--- src/rtl/mriscv_pkg.sv ---
// Shared definitions for the mriscv pipeline.
// Contents: the data/address width, the load/store func3 encodings,
// and the mem_stage FSM state encoding.
package mriscv_pkg;

    localparam int XLEN = 32;

    // func3 encodings for loads and stores (B/H/W signed or store, BU/HU unsigned loads)
    localparam logic [2:0] F3_B  = 3'b000;
    localparam logic [2:0] F3_H  = 3'b001;
    localparam logic [2:0] F3_W  = 3'b010;
    localparam logic [2:0] F3_BU = 3'b100;
    localparam logic [2:0] F3_HU = 3'b101;

    typedef enum logic [0:0] {
        ST_IDLE = 1'b0,
        ST_WAIT = 1'b1
    } mem_state_e;

endpackage

--- src/rtl/mem_align.sv ---
// mem_align: combinational data alignment for the load/store stage.
// Store side : is_load, is_store, func3, addr_lo, store_data -> wdata, wstrb, access_ok
//              (access_ok = func3 legal for the class and address aligned to the size;
//               an instruction flagged both load and store is treated as a load)
// Load side  : ld_func3, ld_off, rdata -> ld_data (byte/half extraction, sign/zero extend)
module mem_align
    import mriscv_pkg::*;
(
    input  logic            is_load,
    input  logic            is_store,
    input  logic [2:0]      func3,
    input  logic [1:0]      addr_lo,
    input  logic [XLEN-1:0] store_data,
    output logic [XLEN-1:0] wdata,
    output logic [3:0]      wstrb,
    output logic            access_ok,
    input  logic [2:0]      ld_func3,
    input  logic [1:0]      ld_off,
    input  logic [XLEN-1:0] rdata,
    output logic [XLEN-1:0] ld_data
);

    logic       store_sel_s;
    logic [7:0] ld_byte_s;
    logic [15:0] ld_half_s;

    assign store_sel_s = is_store & ~is_load;

    // Store lane replication and byte strobes; loads drive no strobes
    always_comb begin
        wdata = {XLEN{1'b0}};
        wstrb = 4'b0000;
        if (store_sel_s) begin
            case (func3)
                F3_B: begin
                    wdata = {4{store_data[7:0]}};
                    wstrb = 4'b0001 << addr_lo;
                end
                F3_H: begin
                    wdata = {2{store_data[15:0]}};
                    wstrb = addr_lo[1] ? 4'b1100 : 4'b0011;
                end
                F3_W: begin
                    wdata = store_data;
                    wstrb = 4'b1111;
                end
                default: begin
                    wdata = {XLEN{1'b0}};
                    wstrb = 4'b0000;
                end
            endcase
        end else begin
            wdata = {XLEN{1'b0}};
            wstrb = 4'b0000;
        end
    end

    // Legality of func3 for the access class plus natural alignment
    always_comb begin
        access_ok = 1'b0;
        if (is_load) begin
            case (func3)
                F3_B, F3_BU: access_ok = 1'b1;
                F3_H, F3_HU: access_ok = ~addr_lo[0];
                F3_W:        access_ok = (addr_lo == 2'b00);
                default:     access_ok = 1'b0;
            endcase
        end else if (is_store) begin
            case (func3)
                F3_B:    access_ok = 1'b1;
                F3_H:    access_ok = ~addr_lo[0];
                F3_W:    access_ok = (addr_lo == 2'b00);
                default: access_ok = 1'b0;
            endcase
        end else begin
            access_ok = 1'b1;
        end
    end

    // Byte and halfword lane selection from the returned word
    always_comb begin
        ld_byte_s = 8'h00;
        case (ld_off)
            2'b00:   ld_byte_s = rdata[7:0];
            2'b01:   ld_byte_s = rdata[15:8];
            2'b10:   ld_byte_s = rdata[23:16];
            2'b11:   ld_byte_s = rdata[31:24];
            default: ld_byte_s = 8'h00;
        endcase
        if (ld_off[1]) begin
            ld_half_s = rdata[31:16];
        end else begin
            ld_half_s = rdata[15:0];
        end
    end

    // Sign or zero extension according to the registered load func3
    always_comb begin
        ld_data = rdata;
        case (ld_func3)
            F3_B:    ld_data = {{24{ld_byte_s[7]}}, ld_byte_s};
            F3_BU:   ld_data = {24'h000000, ld_byte_s};
            F3_H:    ld_data = {{16{ld_half_s[15]}}, ld_half_s};
            F3_HU:   ld_data = {16'h0000, ld_half_s};
            F3_W:    ld_data = rdata;
            default: ld_data = rdata;
        endcase
    end

endmodule

--- src/rtl/mem_stage.sv ---
// mem_stage: load/store stage of the mriscv pipeline.
// Upstream  : in_valid/in_ready handshake; is_load, is_store, func3, addr, store_data, dest_i.
// Memory    : dmem_req/dmem_ack handshake; dmem_we, dmem_addr (word aligned), dmem_wdata,
//             dmem_wstrb out; dmem_rdata in (valid with dmem_ack).
// Writeback : wb_valid single-cycle pulse with wb_dest/wb_data.
// fault     : single-cycle pulse for a misaligned access or illegal func3.
// reset is asynchronous and active-low. One transaction at most is outstanding.
module mem_stage
    import mriscv_pkg::*;
(
    input  logic            clk,
    input  logic            reset,
    input  logic            in_valid,
    output logic            in_ready,
    input  logic            is_load,
    input  logic            is_store,
    input  logic [2:0]      func3,
    input  logic [XLEN-1:0] addr,
    input  logic [XLEN-1:0] store_data,
    input  logic [4:0]      dest_i,
    output logic            dmem_req,
    output logic            dmem_we,
    output logic [XLEN-1:0] dmem_addr,
    output logic [XLEN-1:0] dmem_wdata,
    output logic [3:0]      dmem_wstrb,
    input  logic            dmem_ack,
    input  logic [XLEN-1:0] dmem_rdata,
    output logic            wb_valid,
    output logic [4:0]      wb_dest,
    output logic [XLEN-1:0] wb_data,
    output logic            fault
);

    mem_state_e      state_r, state_next_s;
    logic            we_r, we_next_s;
    logic [XLEN-1:0] maddr_r, maddr_next_s;
    logic [XLEN-1:0] wdata_r, wdata_next_s;
    logic [3:0]      wstrb_r, wstrb_next_s;
    logic [2:0]      ld_f3_r, ld_f3_next_s;
    logic [1:0]      ld_off_r, ld_off_next_s;
    logic [4:0]      ld_dest_r, ld_dest_next_s;
    logic            wb_valid_r, wb_valid_next_s;
    logic [4:0]      wb_dest_r, wb_dest_next_s;
    logic [XLEN-1:0] wb_data_r, wb_data_next_s;
    logic            fault_r, fault_next_s;

    logic [XLEN-1:0] al_wdata_s;
    logic [3:0]      al_wstrb_s;
    logic            al_ok_s;
    logic [XLEN-1:0] al_ld_data_s;

    mem_align u_align (
        .is_load    (is_load),
        .is_store   (is_store),
        .func3      (func3),
        .addr_lo    (addr[1:0]),
        .store_data (store_data),
        .wdata      (al_wdata_s),
        .wstrb      (al_wstrb_s),
        .access_ok  (al_ok_s),
        .ld_func3   (ld_f3_r),
        .ld_off     (ld_off_r),
        .rdata      (dmem_rdata),
        .ld_data    (al_ld_data_s)
    );

    // Next-state and next-output logic for the IDLE/WAIT controller
    always_comb begin
        state_next_s    = state_r;
        we_next_s       = we_r;
        maddr_next_s    = maddr_r;
        wdata_next_s    = wdata_r;
        wstrb_next_s    = wstrb_r;
        ld_f3_next_s    = ld_f3_r;
        ld_off_next_s   = ld_off_r;
        ld_dest_next_s  = ld_dest_r;
        wb_valid_next_s = 1'b0;
        wb_dest_next_s  = wb_dest_r;
        wb_data_next_s  = wb_data_r;
        fault_next_s    = 1'b0;
        case (state_r)
            ST_IDLE: begin
                if (in_valid) begin
                    if (is_load || is_store) begin
                        if (al_ok_s) begin
                            // Capture the whole request so it stays stable while waiting
                            state_next_s   = ST_WAIT;
                            we_next_s      = is_store & ~is_load;
                            maddr_next_s   = {addr[XLEN-1:2], 2'b00};
                            wdata_next_s   = al_wdata_s;
                            wstrb_next_s   = al_wstrb_s;
                            ld_f3_next_s   = func3;
                            ld_off_next_s  = addr[1:0];
                            ld_dest_next_s = dest_i;
                        end else begin
                            fault_next_s = 1'b1;
                        end
                    end else begin
                        wb_valid_next_s = 1'b1;
                        wb_data_next_s  = addr;
                        wb_dest_next_s  = dest_i;
                    end
                end else begin
                    state_next_s = ST_IDLE;
                end
            end
            ST_WAIT: begin
                if (dmem_ack) begin
                    state_next_s = ST_IDLE;
                    if (!we_r) begin
                        wb_valid_next_s = 1'b1;
                        wb_data_next_s  = al_ld_data_s;
                        wb_dest_next_s  = ld_dest_r;
                    end else begin
                        wb_valid_next_s = 1'b0;
                    end
                end else begin
                    state_next_s = ST_WAIT;
                end
            end
            default: begin
                state_next_s = ST_IDLE;
            end
        endcase
    end

    // State and output registers
    always_ff @(posedge clk or negedge reset) begin
        if (!reset) begin
            state_r    <= ST_IDLE;
            we_r       <= 1'b0;
            maddr_r    <= {XLEN{1'b0}};
            wdata_r    <= {XLEN{1'b0}};
            wstrb_r    <= 4'b0000;
            ld_f3_r    <= 3'b000;
            ld_off_r   <= 2'b00;
            ld_dest_r  <= 5'd0;
            wb_valid_r <= 1'b0;
            wb_dest_r  <= 5'd0;
            wb_data_r  <= {XLEN{1'b0}};
            fault_r    <= 1'b0;
        end else begin
            state_r    <= state_next_s;
            we_r       <= we_next_s;
            maddr_r    <= maddr_next_s;
            wdata_r    <= wdata_next_s;
            wstrb_r    <= wstrb_next_s;
            ld_f3_r    <= ld_f3_next_s;
            ld_off_r   <= ld_off_next_s;
            ld_dest_r  <= ld_dest_next_s;
            wb_valid_r <= wb_valid_next_s;
            wb_dest_r  <= wb_dest_next_s;
            wb_data_r  <= wb_data_next_s;
            fault_r    <= fault_next_s;
        end
    end

    // Handshake outputs are direct decodes of the state flop, so reset clears dmem_req at once
    assign in_ready   = (state_r == ST_IDLE);
    assign dmem_req   = (state_r == ST_WAIT);
    assign dmem_we    = we_r;
    assign dmem_addr  = maddr_r;
    assign dmem_wdata = wdata_r;
    assign dmem_wstrb = wstrb_r;
    assign wb_valid   = wb_valid_r;
    assign wb_dest    = wb_dest_r;
    assign wb_data    = wb_data_r;
    assign fault      = fault_r;

endmodule

--- config.mk ---
export PLATFORM = sky130hd
export DESIGN_NAME = mem_stage
export DESIGN_NICKNAME = d
export VERILOG_FILES = /design/src/rtl/mriscv_pkg.sv /design/src/rtl/mem_align.sv /design/src/rtl/mem_stage.sv
export SDC_FILE = /design/constraint.sdc
export NUM_CORES = 1
export LEC_CHECK = 0
export ABC_AREA = 1
export BUFFER_PORTS_ARGS = -buffer_cell sky130_fd_sc_hd__buf_2
export CAP_MARGIN = 20
export CORE_MARGIN = 2
export CORE_UTILIZATION = 30
export DETAILED_ROUTE_END_ITERATION = 16
export GPL_ROUTABILITY_DRIVEN = 0
export PLACE_DENSITY = 0.64
export SYNTH_ARGS = -nofsm -noshare
export SYNTH_HDL_FRONTEND = slang
export SYNTH_SLANG_ARGS = --single-unit
--- constraint.sdc ---
create_clock -name clk -period 4.5 [get_ports clk]
set_clock_uncertainty 0.1 [all_clocks]
set_input_delay 0 -clock clk [delete_from_list [all_inputs] [get_ports clk]]
set_output_delay 0 -clock clk [all_outputs]
set_load 0.02 [all_outputs]
==> run_results.csv <==
group,metric,value,unit
outcome,status,"completed",
floorplan,dieArea,0.0215,mm2
synthesis,syn_area_per_cell,7.28,um2
critical_path,timing.critical_path.to,"wb_data[3]",
drt,vias,7034,
sta,slew_headroom,36.4,%
global_routing,grt_pass1_vias,6849,
placed_design,port-buffer-count,217,
hold_path,hold_path.class,"input port to async pin",
clock_network,path_clk_slew,0.05,ns
sta,finalHoldViolCount,0,
critical_path,cp.arrival,2.78,ns
drt,drt_pre_antenna_iters,5,
finish,num-nets-final,1263,
finish,drive_gt1_share,24.0,%
synthesis,synth_area_leaders,"dfrtp_1 (48%), nand2_1 (22%), nand4_1 (8.3%), nor2_1 (4.5%), nand3_1 (2.9%)",
synthesis,syn_inst,838,
drt,wirelength,23100,um
placed_design,hpwl,14900,um
sta,setup_viol,0,
run,max_cap_viol_count,0,
synthesis,synthDistinctLibCells,26,
clock_network,postCtsSetupBuffers,0,
sta,period_minus_slack,2.59,ns
drt,viasPerCell,4.90,
power_and_ir_drop,ir_drop,0.244,mV
clock_network,cts.sinks,117,
clock_network,clock_path_buffers,2,
placed_design,dpl_cell_area,0.00733,mm2
global_routing,grt-ovfl-total,0,
floorplan,coreArea,0.0201,mm2
critical_path,reg2reg_depth,8,
clock_network,numCtsBuffers,17,
finish,final_area,0.00924,mm2
floorplan,die_w,147,um
drt,wl_per_cell,16.1,um
critical_path,cp.required,4.69,ns
global_routing,grt_first_pass_wirelength,36200,um
critical_path,rr_startpoint,"ld_f3_r[1]",
finish,n_antenna_cell,0,
drt,first_iter_violations,444,
sta,fmax,387,MHz
floorplan,die_y,147,um
sta,slew_violations,0,
synthesis,netlist.area_leader.share,48.0,%
floorplan,start_util,30.3,%
sta,period_share,57.5,%
clock_network,clk_latency,0.41,ns
floorplan,rows,52,
power_and_ir_drop,pwr_density_cell,468,mW/mm2
global_routing,grtUsageTotal,21.3,%
clock_network,htreeDepth,4,
critical_path,start_kind,"register",
critical_path,worstSetupPathType,"register to register",
synthesis,synth_seq_area_share,48.0,%
critical_path,r2r-end,"wb_data[3]",
synthesis,synth_top_cell_by_area,"dfrtp_1",
finish,area_growth,51.5,%
synthesis,ys_ff_latch,117,
clock_network,cts_resized,0,
clock_network,clockRootBuffer,"clkbuf_16",
global_routing,grt_max_degree,81,
power_and_ir_drop,power_leakage,5.04,nW
drt,drc,0,
drt,route.antenna.remaining_nets,0,
sta,finalSetupTns,0,ns
synthesis,yosysWarnings,0,
sta,worstMarginPinSlew,0.954,ns
power_and_ir_drop,finalPower,4.33,mW
floorplan,num_io_pins,220,
clock_network,cts_tree,"built",
global_routing,antenna_found_initial,0,
critical_path,worstSetupEndpointType,"register",
critical_path,r2r_setup_slack,1.91,ns
critical_path,worstSetupStartpoint,"ld_f3_r[1]",
critical_path,crit_path_max_fanout,30,
synthesis,netlist_area,0.00610,mm2
sta,grt_setup_unrepaired,"false",
==> layer usage <==
layer	vias to the layer above	global-route usage (%)	part of all wire, %
met2	345	35.0	48
li1	3361	-	-
met1	3287	27.2	41
met5	-	0	0
met3	41	5.91	8.7
met4	0	6.65	1.9
==> power by group <==
group          total [mW]  switching, mW  leakage (nW)  internal (mW)
logic                1.41          0.918          3.26          0.493
clock network        1.44          0.494         0.302          0.942
registers            1.48          0.173          1.49           1.31
==> Yosys cell counts, drive strengths merged <==
| master | n |
|---|---|
| nand4 | 81 |
| nor2 | 75 |
| a21oi | 30 |
| nand2 | 362 |
| nand3 | 37 |
| o21a | 1 |
| a31oi | 5 |
| a22oi | 6 |
| conb | 1 |
| or2 | 9 |
| inv | 36 |
| clkbuf | 23 |
| nand3b | 1 |
| dfrtp | 117 |
| buf | 34 |
| o21ai | 16 |
| nor3 | 2 |
| clkinv | 2 |
==> registers in the layout (all words and copies together) (netlist names), 2 cells and up <==
name        flops
dmem_wdata     32
ld_dest_r       5
ld_f3_r         3
wb_dest         5
ld_off_r        2
wb_data        32
dmem_wstrb      4
dmem_addr      30
==> critical path, cell delays in order, from the launching register on <==
cell and delay, ns:
dfrtp_1 0.97, inv_1 0.20, nand2_1 0.15, nand2_1 0.09
inv_1 0.13, nand2_1 0.08, nand4_1 0.09, dlygate4sd3_1 0.59
a21oi_1 0.07
==> cell usage in the layout (no fill, tap or decap), types with 3 or more instances in the layout <==
| master | Yosys | layout |
|---|---|---|
| a21oi_1 | 30 | 30 |
| a22oi_1 | 6 | 6 |
| a31oi_1 | 5 | 5 |
| buf_2 | 22 | 216 |
| buf_4 | 5 | 10 |
| bufinv_16 | 0 | 3 |
| clkbuf_16 | 0 | 17 |
| clkbuf_8 | 0 | 5 |
| clkinv_2 | 0 | 3 |
| dfrtp_1 | 117 | 116 |
| dlygate4sd3_1 | 0 | 124 |
| inv_1 | 32 | 32 |
| inv_2 | 4 | 4 |
| nand2_1 | 359 | 359 |
| nand2_2 | 3 | 3 |
| nand3_1 | 35 | 35 |
| nand4_1 | 81 | 81 |
| nor2_1 | 73 | 72 |
| o21ai_0 | 15 | 15 |
| or2_2 | 9 | 9 |
==> kinds of logic after synthesis <==
group | share of synthesized area [%]
DFF | 48.0
other | 0.0615
buffers and inverters | 6.97
AOI/OAI and AO/OA | 5.15
and+or+nand+nor | 39.8
==> timing repair <==
item	4_1_cts	5_1_grt
hold buffers	124	0
endpoints found under the hold margin	192	0
endpoints found under the setup margin	0	0
==> area by class of cell <==
| class | count | area (um2) |
|---|---|---|
| fill | 1958 | 10900 |
| sequential | 117 | 2930 |
| multi-input combinational | 627 | 2770 |
| timing repair buffer | 352 | 2440 |
| clock buffer | 24 | 502 |
| tap | 270 | 338 |
| inverter | 38 | 143 |
| clock inverter | 8 | 120 |
==> metrics by stage <==
stage | hold slack (ns) | std cells | util (%) | setup WS (ns)
detailed placement | 0.139 | 1278 | 36.5 | 2.17
floorplan | -0.396 | 839 | - | 2.83
global placement | 0.124 | 1278 | 36.5 | 2.22
global route | 0.0400 | 1436 | 46.0 | 1.72
CTS | 0.0468 | 1434 | 45.7 | 2.00
finish | 0.0193 | 1436 | 46.0 | 1.91
==> worst min path at each step <==
stage / startpoint / to / slack (ns) / depth (start not counted)
2_1_floorplan: reset / dmem_addr[10] / -0.40 / 0
3_3_place_gp: dmem_ack / dmem_req / 0.12 / 2
3_5_place_dp: dmem_ack / dmem_req / 0.14 / 2
4_1_cts: is_store / wb_valid / 0.05 / 5
5_1_grt: reset / dmem_wdata[23] / 0.04 / 2
6_report: reset / dmem_wdata[23] / 0.02 / 2
Note: power is estimated with default switching activity, not from simulation.
